<file path="config.mk">
export PLATFORM = sky130hd
export DESIGN_NAME = sim_io_conditioner
export DESIGN_NICKNAME = d
export VERILOG_FILES = /design/src/rtl/sim_io_pkg.sv /design/src/rtl/sim_io_conditioner_coin.sv /design/src/rtl/sim_io_conditioner.sv
export SDC_FILE = /design/constraint.sdc
export NUM_CORES = 1
export LEC_CHECK = 0
export ABC_AREA = 0
export BUFFER_PORTS_ARGS = -buffer_cell sky130_fd_sc_hd__buf_2
export CORE_ASPECT_RATIO = 0.7
export CORE_MARGIN = 10
export CORE_UTILIZATION = 44
export DETAILED_ROUTE_END_ITERATION = 8
export PLACE_DENSITY = 0.71
export SLEW_MARGIN = 20
export SYNTH_ARGS = -nofsm -noshare
export SYNTH_HDL_FRONTEND = slang
export SYNTH_HIERARCHICAL = 1
export SYNTH_SLANG_ARGS = --single-unit
export TNS_END_PERCENT = 100
</file>
<file path="constraint.sdc">
create_clock -name clk_48 -period 1.1 [get_ports clk_48]
set_input_delay 0.055 -clock clk_48 [delete_from_list [all_inputs] [get_ports clk_48]]
set_output_delay 0.055 -clock clk_48 [all_outputs]
set_load 0.02 [all_outputs]
</file>
<file path="src/rtl/sim_io_pkg.sv">
// sim_io_pkg: shared types, constants and colour helper
// for the sim I/O conditioner.
package sim_io_pkg;

  typedef enum logic [2:0] {
    AC_IDLE,
    AC_WAIT,
    AC_COIN,
    AC_GAP,
    AC_START,
    AC_DONE
  } autocoin_state_t;

  localparam int AUTOCOIN_WAIT_FRAMES = 60;
  localparam int AUTOCOIN_GAP_FRAMES  = 30;
  localparam int START_BTN_IDX        = 6;

  // Repeat the low `bits` of value MSB-first across 8 bits.
  function automatic logic [7:0] expand8(
    input logic [7:0] value,
    input int         bits
  );
    logic [7:0] r;
    logic [2:0] idx;
    r = '0;
    for (int i = 0; i < 8; i++) begin
      idx = 3'(bits - 1 - (i % bits));
      r[3'(7 - i)] = value[idx];
    end
    return r;
  endfunction

endpackage

</file>
<file path="src/rtl/sim_io_conditioner_coin.sv">
// sim_coin_stretch: holds one coin output asserted
// for COIN_FRAMES vblank rises after a press.
module sim_coin_stretch #(
  parameter int COIN_FRAMES = 3
) (
  input  logic clk,
  input  logic rst_n,
  input  logic s_i,
  input  logic vb_rise_i,
  input  logic force_i,
  output logic btn_n_o
);

  localparam int CW = $clog2(COIN_FRAMES + 1);

  logic          s_prev_q, s_prev_d;
  logic [CW-1:0] cnt_q, cnt_d;
  logic          btn_n_q, btn_n_d;

  always_comb begin
    s_prev_d = s_i;
    cnt_d    = cnt_q;
    // a fresh press beats a same-cycle vblank decrement
    if (s_i && !s_prev_q) begin
      cnt_d = CW'(COIN_FRAMES);
    end else if (vb_rise_i && cnt_q != '0) begin
      cnt_d = cnt_q - CW'(1);
    end
    btn_n_d = ~((cnt_q != '0) | s_i | force_i);
  end

  always_ff @(posedge clk or negedge rst_n) begin
    if (!rst_n) begin
      s_prev_q <= 1'b0;
      cnt_q    <= '0;
      btn_n_q  <= 1'b1;
    end else begin
      s_prev_q <= s_prev_d;
      cnt_q    <= cnt_d;
      btn_n_q  <= btn_n_d;
    end
  end

  assign btn_n_o = btn_n_q;

endmodule

</file>
<file path="src/rtl/sim_io_conditioner.sv">
// sim_io_conditioner: sim buttons to core, ce_pix, colour.
// Optional auto-coin sequencer: SIM_AUTOCOIN_EN.
module sim_io_conditioner
  import sim_io_pkg::*;
#(
  parameter int NUM_BTN     = 12,
  parameter int COIN_LSB    = 8,
  parameter int NUM_COIN    = 3,
  parameter int COIN_FRAMES = 3,
  parameter int CE_DIV      = 4,
  parameter int CBITS       = 3
) (
  input  logic               clk_48,
  input  logic               reset_n,
  input  logic [NUM_BTN-1:0] inputs,
  input  logic               vblank,
  input  logic [3*CBITS-1:0] rgb_i,
  output logic [NUM_BTN-2:0] btn_n_o,
  output logic               pause_o,
  output logic               ce_pix,
  output logic [7:0]         vga_r,
  output logic [7:0]         vga_g,
  output logic [7:0]         vga_b
);

  localparam int DW = $clog2(CE_DIV);
  localparam int PK = NUM_BTN - 1;

  logic [NUM_BTN-1:0] meta_q, meta_d;
  logic [NUM_BTN-1:0] s_q, s_d;
  logic               vb_q, vb_d;
  logic               pk_q, pk_d;
  logic               pause_q, pause_d;
  logic               ce_q, ce_d;
  logic [DW-1:0]      div_q, div_d;
  logic [7:0]         r_q, r_d, g_q, g_d, b_q, b_d;
  logic [7:0]         raw_r, raw_g, raw_b;
  logic               vb_rise;
  logic               ac_coin, ac_start;

  assign vb_rise = vblank & ~vb_q;

  always_comb begin
    meta_d  = inputs;
    s_d     = meta_q;
    vb_d    = vblank;
    pk_d    = s_q[PK];
    pause_d = pause_q ^ (s_q[PK] & ~pk_q);
    ce_d    = (div_q == DW'(CE_DIV - 1));
    div_d   = ce_d ? '0 : div_q + DW'(1);
    raw_r   = '0;
    raw_g   = '0;
    raw_b   = '0;
    raw_r[CBITS-1:0] = rgb_i[CBITS-1:0];
    raw_g[CBITS-1:0] = rgb_i[2*CBITS-1:CBITS];
    raw_b[CBITS-1:0] = rgb_i[3*CBITS-1:2*CBITS];
    r_d = r_q;
    g_d = g_q;
    b_d = b_q;
    if (ce_q) begin
      r_d = expand8(raw_r, CBITS);
      g_d = expand8(raw_g, CBITS);
      b_d = expand8(raw_b, CBITS);
    end
  end

  always_ff @(posedge clk_48 or negedge reset_n) begin
    if (!reset_n) begin
      meta_q  <= '0;
      s_q     <= '0;
      vb_q    <= 1'b0;
      pk_q    <= 1'b0;
      pause_q <= 1'b0;
      ce_q    <= 1'b0;
      div_q   <= '0;
      r_q     <= '0;
      g_q     <= '0;
      b_q     <= '0;
    end else begin
      meta_q  <= meta_d;
      s_q     <= s_d;
      vb_q    <= vb_d;
      pk_q    <= pk_d;
      pause_q <= pause_d;
      ce_q    <= ce_d;
      div_q   <= div_d;
      r_q     <= r_d;
      g_q     <= g_d;
      b_q     <= b_d;
    end
  end

`ifdef SIM_AUTOCOIN_EN
  autocoin_state_t ac_q, ac_d;
  logic [6:0]      fc_q, fc_d;
  logic            fc_last;
  logic            ac_tick;

  always_comb begin
    ac_d     = ac_q;
    fc_d     = fc_q;
    ac_coin  = 1'b0;
    ac_start = 1'b0;
    fc_last  = 1'b0;
    ac_tick  = vb_rise & ~pause_q;
    unique case (ac_q)
      AC_IDLE:  ac_d = AC_WAIT;
      AC_WAIT:  fc_last = fc_q == 7'(AUTOCOIN_WAIT_FRAMES - 1);
      AC_COIN: begin
        ac_coin = 1'b1;
        fc_last = fc_q == 7'(COIN_FRAMES - 1);
      end
      AC_GAP:   fc_last = fc_q == 7'(AUTOCOIN_GAP_FRAMES - 1);
      AC_START: begin
        ac_start = 1'b1;
        fc_last  = fc_q == 7'd1;
      end
      default:  ac_d = AC_DONE;
    endcase
    if (ac_tick && ac_q != AC_IDLE && ac_q != AC_DONE) begin
      fc_d = fc_last ? '0 : fc_q + 7'd1;
      if (fc_last) ac_d = autocoin_state_t'(ac_q + 3'd1);
    end
  end

  always_ff @(posedge clk_48 or negedge reset_n) begin
    if (!reset_n) begin
      ac_q <= AC_IDLE;
      fc_q <= '0;
    end else begin
      ac_q <= ac_d;
      fc_q <= fc_d;
    end
  end
`else
  assign ac_coin  = 1'b0;
  assign ac_start = 1'b0;
`endif

  for (genvar i = 0; i < NUM_BTN - 1; i++) begin : g_btn
    if (i >= COIN_LSB && i < COIN_LSB + NUM_COIN) begin : g_coin
      sim_coin_stretch #(
        .COIN_FRAMES(COIN_FRAMES)
      ) u_coin (
        .clk       (clk_48),
        .rst_n     (reset_n),
        .s_i       (s_q[i]),
        .vb_rise_i (vb_rise),
        .force_i   ((i == COIN_LSB) ? ac_coin : 1'b0),
        .btn_n_o   (btn_n_o[i])
      );
    end else if (i == START_BTN_IDX) begin : g_start
      assign btn_n_o[i] = ~(s_q[i] | ac_start);
    end else begin : g_plain
      assign btn_n_o[i] = ~s_q[i];
    end
  end

  assign pause_o = pause_q;
  assign ce_pix  = ce_q;
  assign vga_r   = r_q;
  assign vga_g   = g_q;
  assign vga_b   = b_q;

endmodule
</file>
-- After elaboration in Yosys (flattened, before gate mapping)
Cells that the tools add are included.
- equality and inequality tests: 1
- add/subtract/negate cells: 4
- bitwise operators: 19
- multiplexer cells: 7
- reduce and logical (&&, ||, !) cells: 15
- operator list (operator ; count):
    two-way mux 2 bit ; 7
    inverter 1 bit ; 13
    nonzero test 2 bit ; 6
    logical AND 1 bit ; 6
    subtractor 2 x 1 -> 2 bit (second input constant) ; 3
    logical NOT 1 bit ; 3
    bitwise OR 1 bit ; 3
    adder 2 x 1 -> 2 bit (second input constant) ; 1
    bitwise AND 1 bit ; 2
    equality test 2 bit (second input constant) ; 1
    bitwise XOR 1 bit ; 1
- word-level logic and storage cells: 65
- register bits after elaboration: 54
- input port bits: 24
- output and inout port bits: 37

-- Depth between registers and ports, before layout
- depth in word-level cells: 5
- depth in mapped cells: 5
- mapped depth without buffers: 5

-- Modules after synthesis
The synthesis kept the hierarchy.
- by module, submodules not included (module ; times used ; area each (µm²) ; seq. area each (µm²) ; cells each):
    sim_io_conditioner ; 1 ; 1306.3 ; 975.9 ; 78
    sim_coin_stretch ; 3 ; 177.7 ; 101.3 ; 14

-- Worst setup path before layout
OpenSTA, ideal clock, no wires.
- path type: flip-flop to flip-flop
- start point: register vb_q
- end point: register g_btn[10].g_coin.u_coin.cnt_q[0]
- slack: -0.059 ns
- stages on the path, launching flop included: 5
- library setup time: 0.120 ns
- data required time: 0.980 ns
- data arrival time: 1.039 ns
- buffers on the path: 0
- clock period less this slack: 1.159 ns
- cell sequence: dfrtp_1 nor2b_1 nand2b_4 xnor2_1 nand2_1
- cells in the longest elaborated chain, start to end: 4
- ends and longest elaborated chain (element ; line ; source):
    start: declaration ; sim_io_conditioner.sv:31 ; logic vb_q, vb_d;
    start signal: assignment ; sim_io_conditioner.sv:82 ; vb_q <= vb_d;
    inverter 1 bit ; sim_io_conditioner.sv:41 ; assign vb_rise = vblank & ~vb_q;
    bitwise AND 1 bit ; sim_io_conditioner.sv:41 ;
    via vb_rise ; sim_io_conditioner.sv:38 ; logic vb_rise;
    logical AND 1 bit ; sim_io_conditioner_coin.sv:26 ; end else if (vb_rise_i && cnt_q != '0) begin
    nonzero test 2 bit (no line) ; -- ;
    end signal: assignment ; sim_io_conditioner_coin.sv:39 ; cnt_q <= cnt_d;
    end: declaration ; sim_io_conditioner_coin.sv:17 ; logic [CW-1:0] cnt_q, cnt_d;
The timed path passes the listed nets, and every way through them passes these cells.
A chain may end at the register's enable or synchronous reset.

-- Worst setup path in the final report
- start point: register g_btn[9].g_coin.u_coin.cnt_q[1]
- end point: register g_btn[9].g_coin.u_coin.cnt_q[0]
- cells in the longest elaborated chain, start to end: 3
- ends and longest elaborated chain (element ; line):
    start: declaration ; sim_io_conditioner_coin.sv:17
    start signal: assignment ; sim_io_conditioner_coin.sv:39
    nonzero test 2 bit ; sim_io_conditioner_coin.sv:26
    logical AND 1 bit ; sim_io_conditioner_coin.sv:26
    nonzero test 2 bit (no line) ; --
Every way passes these cells.

==> results.cfg <==
[synthesis]
syn_avg_cell_area_um2 = 15.3
yosysUniqueCellTypes = 17
synth_compound_area_share_pct = 1.22
synth_top_cell_by_area = dfrtp_1
ys_seq_area_share_pct = 69.6
synth.top_cells.by_area = dfrtp_1, mux2_4, buf_4
yosys_register_bits = 51
synth_xor_area_share_pct = 1.90
syn_area_mm2 = 0.00184
netlist.area_leader.share_pct = 65.3
synthSimpleGateAreaFrac_pct = 7.41
synthCells = 120
ys_warn_count = 6
synthAdderAreaFrac_pct = 2.72
synth_top_family_by_area = buffers and inverters
synthMuxAreaShare_pct = 7.35

[cells_and_area]
area_growth_pct = 38.3
n_antenna_cell = 0
fin_util_pct = 64.1
final_cell_area_mm2 = 0.00254
final.fill_count = 299
final_cell_mix = dfrtp_1, buf_2, dlygate4sd3_1, conb_1, inv_1
drive_gt1_share_pct = 44.9
final_net_count = 232
finalNonFillerCells = 257

[pwr]
leakage_nw = 1.29
p_total_mw = 4.05
clock_power_share_pct = 28.2
vdd_drop_max_mv = 0.889
p_comb_share_pct = 19.6
switching_share_pct = 25.7
seqPwrFrac_pct = 52.2
powerDensity_mw_per_mm2 = 1590
power.internal_mw = 3.01
power.switching_mw = 1.04

[drt]
post_drt_wl_per_cell_um = 13.8
drtIter0Drc = 20
viasPerCell = 4.16
wl_met1_mm = 1.34
drt-pass1-iter-count = 3
wl_mm = 3.55
drcViolationCount = 0
vias = 1069
topRoutingLayerUsed = met4
wl_met2_mm = 1.75
final_antenna_net_count = 0
route.met3.wl_um = 418

[global_route]
grt_pass1_wl_mm = 5.66
grt_max_degree = 52
grtUsageTotal_pct = 9.87
grt_antenna_before_repair = 0
grt_overflow = 0
grt_pass1_vias = 1177

[placement]
port_buffers = 48
place_inst = 220
post-place-ws_ps = -44.8
place_area_mm2 = 0.00210
gp_congestion = 0.718
hpwl_mm = 2.46

[sta]
fin_crit_sh_pct = 99.0
setup_viol = 0
fin_worst_skew_ps = 2.34
rsz0062_at_grt = true
finalMaxSlewViolations = 0
holdWs_ps = 268
hold_viol_final = 0
setup_ws_ps = 10.8
max_freq_mhz = 918
period_minus_slack_ps = 1090
tns_ps = 0

[die]
die_h_um = 74.1
coreArea_mm2 = 0.00397
start_util_pct = 46.3
dieArea_mm2 = 0.00721
die_w_um = 97.3
pin_count = 61
rows = 19

[critical_path]
cp_top_family = flip-flops
worstPathCellList = inv_1 > ha_4 > nand2b_4 > xnor2_2 > nand2_1
crit_required_ps = 1290
cp-end-kind = register
path_max_fanout = 3
worstSetupPathType = register to register
max_stage_delay_ps = 360
startpoint_type = register
reg2reg_slack_ps = 10
arrival_ps = 1280
ff2ff_path_depth = 5
cp_slowest_cell = dfrtp_1
worst-path-stages = 5
critPathBufInv = 1

[status]
outcome = finished clean

[clocking]
clkTransAtPathRegs_ps = 90
worstSkewPairLatency_ps = 300
numCtsBuffers = 5
clk_path_buf_depth = 2
htreeDepth = 2
cts_tree = yes
cts-root-buf = clkbuf_8
clock-sinks = 51

[run]
max_cap_violations = 0

[hold_path]
hp-class = input port to asynchronous set/reset pin
## routing by layer
metal  vias up  global-route usage, %
met2        44                   16.4
met1       512                   10.1
met3         6                   6.20
li1        507                      -
met5         -                      0
met4         0                   3.86
## cell families after synthesis
kind of cell,Yosys count
AOI/OAI and AO/OA,3
DFF,51
other,1
buffers and inverters,30
adders and majority gates,4
xor gates and xnor gates,4
and+or+nand+nor,18
muxes,9
## area by class of cell
cell class / count / area (um^2) / share of cell area, %
clock buffer: 8 / 100 / 3.94
inverter: 14 / 55.1 / 2.16
multi-input combinational: 53 / 493 / 19.4
sequential: 51 / 1280 / 50.4
tap: 52 / 65.1 / 2.56
timing repair buffer: 79 / 549 / 21.6
## power groups by stage
stage               clock network (mW)  logic (mW)  registers [mW]
finish                            1.14       0.796            2.11
global route                      1.25       0.876            2.13
floorplan                            0       0.352            2.18
global placement                     0       0.532            2.13
detailed placement                   0       0.568            2.14
CTS                               1.17       0.700            2.11
## state kept, by name, summed over array words and instances, names as in the netlist
register	cells
g_btn.g_coin.u_coin/s_prev_q	3
pause_o	1
g_btn.g_coin.u_coin/cnt_q	6
pk_q	1
vga_r	3
meta_q	12
ce_pix	1
g_btn.g_coin.u_coin/btn_n_o	3
div_q	2
vga_b	3
s_q	12
vb_q	1
vga_g	3
## worst register-to-register path, delay by kind of cell, from the launching register on
family,cells,cell delay [ps]
and+or+nand+nor,2,220
adders and majority gates,1,170
DFF,1,360
xor gates and xnor gates,1,150
buffers and inverters,1,90
## Yosys cell counts
cell,n
nor2b_1,1
o211ai_1,3
nand2_1,6
nor3b_2,3
xnor2_1,4
ha_1,4
nand2b_1,4
mux2_4,9
buf_6,1
clkinv_1,3
nor2_1,1
buf_4,15
dfstp_2,3
inv_1,11
conb_1,1
nand2b_4,3
dfrtp_1,48
## what timing repair did
item | in CTS | in global routing
hold endpoints to repair | 73 | 0
hold buffers | 23 | 0
endpoints found under the setup margin | 13 | 5
buffers inserted | 5 | 2
cloned | 0 | 0
pin swaps | 2 | 6
gates resized for setup | 7 | 7
## final timing paths
check,from,endpoint
max,g_btn[9].g_coin.u_coin/cnt_q[1],g_btn[9].g_coin.u_coin/cnt_q[0]
min,reset_n,s_q[2]
max reg2reg,g_btn[9].g_coin.u_coin/cnt_q[1],g_btn[9].g_coin.u_coin/cnt_q[0]
min reg2reg,meta_q[0],s_q[0]
max in group asynchronous,reset_n,g_btn[10].g_coin.u_coin/btn_n_o
min in group clk_48,vblank,vb_q
Note: power is estimated with default switching activity, not from simulation.
